## src/rtl/secuenciador_ciclo_lavadora_pkg.sv

```systemverilog
// secuenciador_pkg: state codes and program codes shared by the washer sequencer and its bench
// Ports: none (package).
package secuenciador_pkg;
  typedef logic [3:0] fase_t;
  localparam fase_t ST_IDLE          = 4'd0;
  localparam fase_t ST_ESPERA_PUERTA = 4'd1;
  localparam fase_t ST_LLENADO       = 4'd2;
  localparam fase_t ST_LAVADO        = 4'd3;
  localparam fase_t ST_ENJUAGUE      = 4'd4;
  localparam fase_t ST_CENTRIFUGADO  = 4'd5;
  localparam fase_t ST_SECADO        = 4'd6;
  localparam fase_t ST_FIN           = 4'd7;
  localparam fase_t ST_ERROR         = 4'd8;
  typedef enum logic [1:0] {NONE, SEC, LAV, PES} prog_t;
endpackage

```

## src/rtl/secuenciador_ciclo_lavadora_if.sv

```systemverilog
// secuenciador_ciclo_lavadora_if: program requests, sensors and actuator/status lines of the washer sequencer
// Ports: none; master drives requests and sensors, slave (the sequencer) drives actuators and status.
interface secuenciador_ciclo_lavadora_if;
  logic SECADO, LAVADO, LAVADO_PESADO, INSUFICIENTE, PUERTA_CERRADA, NIVEL_AGUA_OK;
  logic VALVULA_AGUA, MOTOR_LAVADO, MOTOR_CENTRIF, CALENTADOR, BLOQUEO_PUERTA;
  logic OCUPADO, FIN_CICLO, ERROR;
  logic [3:0] FASE;
  modport master (
    output SECADO, LAVADO, LAVADO_PESADO, INSUFICIENTE, PUERTA_CERRADA, NIVEL_AGUA_OK,
    input  VALVULA_AGUA, MOTOR_LAVADO, MOTOR_CENTRIF, CALENTADOR, BLOQUEO_PUERTA,
           OCUPADO, FIN_CICLO, ERROR, FASE
  );
  modport slave (
    input  SECADO, LAVADO, LAVADO_PESADO, INSUFICIENTE, PUERTA_CERRADA, NIVEL_AGUA_OK,
    output VALVULA_AGUA, MOTOR_LAVADO, MOTOR_CENTRIF, CALENTADOR, BLOQUEO_PUERTA,
           OCUPADO, FIN_CICLO, ERROR, FASE
  );
endinterface

```

## src/rtl/secuenciador_ciclo_lavadora_temporizador.sv

```systemverilog
// lavadora_temporizador: loadable down-counter that saturates at zero and flags zero
// Ports: clk, rst (sync, active high), load_i/val_i load the count, zero_o is high while the count is 0.
module lavadora_temporizador #(
  parameter int CNT_W = 8
) (
  input  logic             clk,
  input  logic             rst,
  input  logic             load_i,
  input  logic [CNT_W-1:0] val_i,
  output logic             zero_o
);
  logic [CNT_W-1:0] cnt_q;
  always_ff @(posedge clk) begin
    if (rst) cnt_q <= '0;
    else if (load_i) cnt_q <= val_i;
    else if (cnt_q != '0) cnt_q <= cnt_q - CNT_W'(1);
  end
  assign zero_o = cnt_q == '0;
endmodule

```

## src/rtl/secuenciador_ciclo_lavadora.sv

```systemverilog
// secuenciador_ciclo_lavadora: sequences the washer phases for a granted program
// Ports: clk, RESET (sync, active high), bus (slave modport: requests/sensors in, actuators/status out).
module secuenciador_ciclo_lavadora
  import secuenciador_pkg::*;
#(
  parameter int CNT_W           = 8,
  parameter int T_LLENADO_MAX   = 40,
  parameter int T_LAVADO        = 20,
  parameter int T_LAVADO_PESADO = 40,
  parameter int T_ENJUAGUE      = 10,
  parameter int T_CENTRIFUGADO  = 10,
  parameter int T_SECADO        = 15
) (
  input logic                          clk,
  input logic                          RESET,
  secuenciador_ciclo_lavadora_if.slave bus
);
  fase_t state_q, state_d;
  prog_t prog_q, prog_d;
  logic t_load, t_zero, locked;
  logic [CNT_W-1:0] t_val;
  assign locked = state_q inside {ST_LLENADO, ST_LAVADO, ST_ENJUAGUE, ST_CENTRIFUGADO, ST_SECADO};
  lavadora_temporizador #(.CNT_W(CNT_W)) u_tmr (
    .clk(clk), .rst(RESET), .load_i(t_load), .val_i(t_val), .zero_o(t_zero)
  );
  always_ff @(posedge clk) begin
    if (RESET) begin
      state_q <= ST_IDLE;
      prog_q <= NONE;
    end else begin
      state_q <= state_d;
      prog_q <= prog_d;
    end
  end
  always_comb begin
    state_d = state_q;
    prog_d = prog_q;
    case (state_q)
      ST_IDLE: if (!bus.INSUFICIENTE && (bus.LAVADO_PESADO || bus.LAVADO || bus.SECADO)) begin
        state_d = ST_ESPERA_PUERTA;
        prog_d = bus.LAVADO_PESADO ? PES : bus.LAVADO ? LAV : SEC;
      end
      ST_ESPERA_PUERTA: if (bus.PUERTA_CERRADA) state_d = (prog_q == SEC) ? ST_SECADO : ST_LLENADO;
      ST_LLENADO:       state_d = bus.NIVEL_AGUA_OK ? ST_LAVADO : t_zero ? ST_ERROR : ST_LLENADO;
      ST_LAVADO:        if (t_zero) state_d = ST_ENJUAGUE;
      ST_ENJUAGUE:      if (t_zero) state_d = ST_CENTRIFUGADO;
      ST_CENTRIFUGADO:  if (t_zero) state_d = (prog_q == PES) ? ST_SECADO : ST_FIN;
      ST_SECADO:        if (t_zero) state_d = ST_FIN;
      ST_FIN:           state_d = ST_IDLE;
      ST_ERROR:         state_d = ST_ERROR;
      default:          state_d = ST_IDLE;
    endcase
    // an opened door while locked beats every other exit, including timer expiry
    if (locked && !bus.PUERTA_CERRADA) state_d = ST_ERROR;
    // every phase change reloads the timer with the duration of the phase being entered
    t_load = state_d != state_q;
    t_val = CNT_W'(state_d == ST_LLENADO ? T_LLENADO_MAX - 1 :
                   state_d == ST_LAVADO ? (prog_q == PES ? T_LAVADO_PESADO : T_LAVADO) - 1 :
                   state_d == ST_ENJUAGUE ? T_ENJUAGUE - 1 :
                   state_d == ST_CENTRIFUGADO ? T_CENTRIFUGADO - 1 : T_SECADO - 1);
  end
  always_comb begin
    bus.FASE = state_q;
    bus.VALVULA_AGUA = state_q inside {ST_LLENADO, ST_ENJUAGUE};
    bus.MOTOR_LAVADO = state_q inside {ST_LAVADO, ST_ENJUAGUE, ST_SECADO};
    bus.MOTOR_CENTRIF = state_q == ST_CENTRIFUGADO;
    bus.CALENTADOR = state_q == ST_SECADO || (state_q == ST_LAVADO && prog_q == PES);
    bus.BLOQUEO_PUERTA = locked;
    bus.OCUPADO = state_q != ST_IDLE;
    bus.FIN_CICLO = state_q == ST_FIN;
    bus.ERROR = state_q == ST_ERROR;
  end
endmodule

```

## src/flat_wrapper.sv

```systemverilog
// flat-port wrapper written by rule: the top's interface ports become plain ports
module secuenciador_ciclo_lavadora_flat import secuenciador_pkg::*;
#(
  parameter int CNT_W           = 8,
  parameter int T_LLENADO_MAX   = 40,
  parameter int T_LAVADO        = 20,
  parameter int T_LAVADO_PESADO = 40,
  parameter int T_ENJUAGUE      = 10,
  parameter int T_CENTRIFUGADO  = 10,
  parameter int T_SECADO        = 15
)
  (clk, RESET, bus_SECADO, bus_LAVADO, bus_LAVADO_PESADO, bus_INSUFICIENTE, bus_PUERTA_CERRADA, bus_NIVEL_AGUA_OK, bus_VALVULA_AGUA, bus_MOTOR_LAVADO, bus_MOTOR_CENTRIF, bus_CALENTADOR, bus_BLOQUEO_PUERTA, bus_OCUPADO, bus_FIN_CICLO, bus_ERROR, bus_FASE);
  secuenciador_ciclo_lavadora_if bus_i ();
  input logic clk;
  input logic RESET;
  input wire logic [$bits(bus_i.SECADO)-1:0] bus_SECADO;
  input wire logic [$bits(bus_i.LAVADO)-1:0] bus_LAVADO;
  input wire logic [$bits(bus_i.LAVADO_PESADO)-1:0] bus_LAVADO_PESADO;
  input wire logic [$bits(bus_i.INSUFICIENTE)-1:0] bus_INSUFICIENTE;
  input wire logic [$bits(bus_i.PUERTA_CERRADA)-1:0] bus_PUERTA_CERRADA;
  input wire logic [$bits(bus_i.NIVEL_AGUA_OK)-1:0] bus_NIVEL_AGUA_OK;
  output wire logic [$bits(bus_i.VALVULA_AGUA)-1:0] bus_VALVULA_AGUA;
  output wire logic [$bits(bus_i.MOTOR_LAVADO)-1:0] bus_MOTOR_LAVADO;
  output wire logic [$bits(bus_i.MOTOR_CENTRIF)-1:0] bus_MOTOR_CENTRIF;
  output wire logic [$bits(bus_i.CALENTADOR)-1:0] bus_CALENTADOR;
  output wire logic [$bits(bus_i.BLOQUEO_PUERTA)-1:0] bus_BLOQUEO_PUERTA;
  output wire logic [$bits(bus_i.OCUPADO)-1:0] bus_OCUPADO;
  output wire logic [$bits(bus_i.FIN_CICLO)-1:0] bus_FIN_CICLO;
  output wire logic [$bits(bus_i.ERROR)-1:0] bus_ERROR;
  output wire logic [$bits(bus_i.FASE)-1:0] bus_FASE;
  assign bus_i.SECADO = bus_SECADO;
  assign bus_i.LAVADO = bus_LAVADO;
  assign bus_i.LAVADO_PESADO = bus_LAVADO_PESADO;
  assign bus_i.INSUFICIENTE = bus_INSUFICIENTE;
  assign bus_i.PUERTA_CERRADA = bus_PUERTA_CERRADA;
  assign bus_i.NIVEL_AGUA_OK = bus_NIVEL_AGUA_OK;
  assign bus_VALVULA_AGUA = bus_i.VALVULA_AGUA;
  assign bus_MOTOR_LAVADO = bus_i.MOTOR_LAVADO;
  assign bus_MOTOR_CENTRIF = bus_i.MOTOR_CENTRIF;
  assign bus_CALENTADOR = bus_i.CALENTADOR;
  assign bus_BLOQUEO_PUERTA = bus_i.BLOQUEO_PUERTA;
  assign bus_OCUPADO = bus_i.OCUPADO;
  assign bus_FIN_CICLO = bus_i.FIN_CICLO;
  assign bus_ERROR = bus_i.ERROR;
  assign bus_FASE = bus_i.FASE;
  secuenciador_ciclo_lavadora #(.CNT_W(CNT_W), .T_LLENADO_MAX(T_LLENADO_MAX), .T_LAVADO(T_LAVADO), .T_LAVADO_PESADO(T_LAVADO_PESADO), .T_ENJUAGUE(T_ENJUAGUE), .T_CENTRIFUGADO(T_CENTRIFUGADO), .T_SECADO(T_SECADO)) u_core (.clk(clk), .RESET(RESET), .bus(bus_i));
endmodule
```

## config.mk

```make
export PLATFORM = sky130hd
export DESIGN_NAME = secuenciador_ciclo_lavadora_flat
export DESIGN_NICKNAME = d
export VERILOG_FILES = /design/src/rtl/secuenciador_ciclo_lavadora_pkg.sv /design/src/rtl/secuenciador_ciclo_lavadora_if.sv /design/src/rtl/secuenciador_ciclo_lavadora_temporizador.sv /design/src/rtl/secuenciador_ciclo_lavadora.sv /design/src/flat_wrapper.sv
export SDC_FILE = /design/constraint.sdc
export NUM_CORES = 1
export LEC_CHECK = 0
export CAP_MARGIN = 25
export CELL_PAD_IN_SITES_DETAIL_PLACEMENT = 1
export CELL_PAD_IN_SITES_GLOBAL_PLACEMENT = 1
export CORE_ASPECT_RATIO = 0.6
export CORE_MARGIN = 2
export CORE_UTILIZATION = 34
export DETAILED_ROUTE_END_ITERATION = 6
export PLACE_DENSITY = 0.72
export SLEW_MARGIN = 20
export SYNTH_ARGS = -nofsm -noshare
export SYNTH_HDL_FRONTEND = slang
export SYNTH_SLANG_ARGS = --single-unit
```

## constraint.sdc

```tcl
create_clock -name clk -period 2.69 [get_ports clk]
set_clock_uncertainty 0.2 [all_clocks]
set_input_delay 0.6725 -clock clk [delete_from_list [all_inputs] [get_ports clk]]
set_output_delay 0.6725 -clock clk [all_outputs]
set_load 0.02 [all_outputs]
```

==> reports/results.tsv, run 1 <==
stage	metric	value	unit
clock_network	CTS Root Cell	clkbuf_8	
grt	met1 GRT Util	31.21	%
final_layout	fillers	382	
timing	unrepaired setup endpoints after global routing	yes	
clock_network	CTS max path bufs	2	
floorplan	die height	49.20	um
grt	global-route wire length before repair	6617	um
timing	Rel. slew slack	66.64	%
place	# port buffers	19	
critical_path	max incr delay on CP	0.54	ns
grt	initial antenna violation count	0	
critical_path	RR Endpoint	u_core.u_tmr.cnt_q[1]	
place	GP Congestion	0.7789	
clock_network	Clk Latency, worst-skew pair	0.25	ns
critical_path	worst path required time	2.62	ns
final_layout	most common cell after layout, fill and taps aside	buf_4	
critical_path	Reg2Reg Setup Slack	-0.04	ns
clock_network	CTS tree	built	
worst_hold_path	HP Class	flop to flop	
grt	largest net degree at the start of global routing	24	
floorplan	DIE WIDTH	79.32	um
worst_hold_path	Hold Path Depth	2	
critical_path	startpoint types	flop	
grt	GRT Overall Usage	22.01	%
final_layout	most frequent cells in the layout	buf_4 (27), nor2_1 (21), dfxtp_1 (12)	
critical_path	r2r startpoint	u_core.bus.FASE[2]	
timing	hold slack	0.3664	ns
grt	busiest grt layer	met2	
grt	GRT overflow	0	
place	hpwl dp	3014	um
grt	met3 global-route usage	5.741	%
critical_path	worst-path fanout max	8	
floorplan	starting density of the core	35.47	%
place	placed cells	235	
floorplan	IO Pins	20	
timing	Slew Viols, Final	0	
synth	Main synth FF type	dfxtp_1	
final_layout	layout cell share with drive strength beyond 1	31.28	%
run	maxcap violations	0	
route	DRT iter0 DRCs	48	
route	routed length per instance	17.48	um
synth	Syn Nets	162	
synth	Post-synth EDFFs	0	
power_and_ir_drop	worst vdd ir	0.0003721	V
floorplan	DIE AREA	3902	um2
final_layout	fin nets	205	
route	Post-DRT Antenna Nets	0	
power_and_ir_drop	Leak	0.7581	nW
critical_path	critical path data arrival time	2.67	ns
final_layout	Area Overhead vs Synth	51.68	%
route	detailed-route via count	1354	
outcome	violated checks	setup timing	
synth	post-synth cell types	47	
synth	Avg Inst Size Synth	7.564	um2
power_and_ir_drop	PwrDens	927.4	nW/um2
route	Via density	5.642	
grt	GRT met2 Usage	34.32	%
timing	endpoints failing hold	0	
critical_path	CP endpoint kind	flop	
outcome	status	complete, but fails checks	
synth	Seq/Total Area, Yosys	24.22	%
final_layout	Sequential Area	282.8	um2
timing	fmax	366.0	MHz
final_layout	ant diodes	0	
clock_network	CTS buffer count	3	
timing	Final min period	2.732	ns
synth	Netlist Area Pre-Place	1157	um2
critical_path	worst r2r path cells	7	
floorplan	# rows	16	
worst_hold_path	Worst Min Path Start	u_core.prog_q[1]	
critical_path	critical-path cell list	or4_4 -> or3_4 -> o311a_4 -> a211o_1 -> a211oi_4 -> buf_6 -> mux2_4	
final_layout	multi-input logic area	910.9	um2
clock_network	CTS Sinks	14	
timing	Worst Setup Slack, final	-0.04243	ns
clock_network	H-tree Lvls	1	
synth	Async S/R FF share, synth	0	%
synth	Syn Inst Count	153	
timing	Period Utilization, post-route	101.6	%
timing	Slew @ Worst Pin	0.4959	ns
synth	#FFs+latches synth	14	
route	# DRC	0	
floorplan	core footprint	3263	um2
critical_path	slowest CP cell	or4_4	
route	routed wire length	4196	um
route	first-pass detailed-route iteration total	4	
final_layout	Non-Filler Instances	240	
synth	Warnings, synthesis	0	
timing	Setup-failing EPs final	6	
worst_hold_path	hold worst-path end	u_core.prog_q[1]	
final_layout	final core occ	53.80	%
critical_path	Setup CP Type	flop to flop	
grt	via count of the first global-routing pass	1291	
clock_network	clock slew seen by the registers of the worst setup and hold paths	0.06	ns
## power by group
group	total, mW	internal (mW)	switching (mW)	leakage (nW)
Sequential	0.320	0.267	0.0527	0.116
Combinational	1.10	0.545	0.557	0.613
Clock	0.207	0.130	0.0771	0.0288
## registers in the layout, summed over array words and instances, names as in the netlist
signal and flops:
u_core.bus.FASE 4, u_core.prog_q 2, u_core.u_tmr.cnt_q 8
## critical path: cells and delay by family (launching register included)
family | cells | cell delay [ns]
flip-flops | 1 | 0.32
multiplexers | 1 | 0.31
AO/OA/AOI/OAI | 3 | 0.70
AND/OR/NAND/NOR | 2 | 0.90
buffers and inverters | 1 | 0.19
## final cells by class
type                       instances  share of cell area [%]
clock buffer                       4                   3.136
inverter                           9                   2.138
multi-input combinational        120                   51.89
sequential                        14                   16.11
tap                               45                   3.207
timing repair buffer              48                   23.52
## layer usage
metal / vias to the layer above / routed length (um)
li1: 649 / -
met1: 674 / 2085
met2: 29 / 1952
met3: 2 / 145
met4: 0 / 13
met5: - / 0
## through the flow
step / cell area, um2 / setup TNS (ns) / worst slack, ns / total power [mW]
floorplan: 1170 / -0.8363 / -0.1394 / 0.9019
global placement: 1572 / -3.141 / -0.4499 / 1.244
detailed placement: 1572 / -3.587 / -0.5254 / 1.280
CTS: 1730 / -0.1676 / -0.03118 / 1.608
global route: 1755 / -0.5449 / -0.09681 / 1.729
finish: 1755 / -0.1997 / -0.04243 / 1.628
## what timing repair did
action                     CTS  global route
setup buffers                1             0
hold buffers                 0             0
pin swaps                    6             2
gates resized for setup     32             8
setup endpoints to repair   10            12
## synth_stat cells (4+ instances only)
cell	count	share of area (%)
a211oi_1	4	2.6
a21oi_1	11	4.8
clkbuf_1	9	2.9
dfxtp_1	14	24
inv_1	9	2.9
mux2_2	6	5.8
nand2_1	7	2.3
nor2_1	21	6.8
nor3_1	11	4.8
nor3b_1	5	3.2
o21ai_0	4	1.7
xnor2_1	4	3.0
## cell families after synthesis
group	count (synthesis)	synth area share (%)
simple gates	67	32.11
compound gates	38	23.57
buf+inv	19	6.810
flops	14	24.22
mux	8	7.567
xor+xnor	5	3.784
fa+ha+maj	2	1.946
## worst max path at each step
stage / endpoint / depth (start not counted) / slack [ns] / startpoint
floorplan: u_core.u_tmr.cnt_q[0] / 7 / -0.14 / u_core.bus.FASE[1]
global placement: u_core.u_tmr.cnt_q[5] / 8 / -0.45 / bus_NIVEL_AGUA_OK
detailed placement: u_core.u_tmr.cnt_q[2] / 8 / -0.53 / bus_NIVEL_AGUA_OK
CTS: u_core.u_tmr.cnt_q[5] / 7 / -0.03 / u_core.bus.FASE[2]
global route: u_core.u_tmr.cnt_q[1] / 7 / -0.1 / u_core.bus.FASE[2]
finish: u_core.u_tmr.cnt_q[1] / 7 / -0.04 / u_core.bus.FASE[2]
Note: power is estimated with default switching activity, not from simulation.
==> run 2, diff against run 1 <==
- ABC_CLOCK_PERIOD_IN_PS: unset -> 2690
==> results of run 2 <==
Final layout, timing and power as in run 1 (identical DEF).
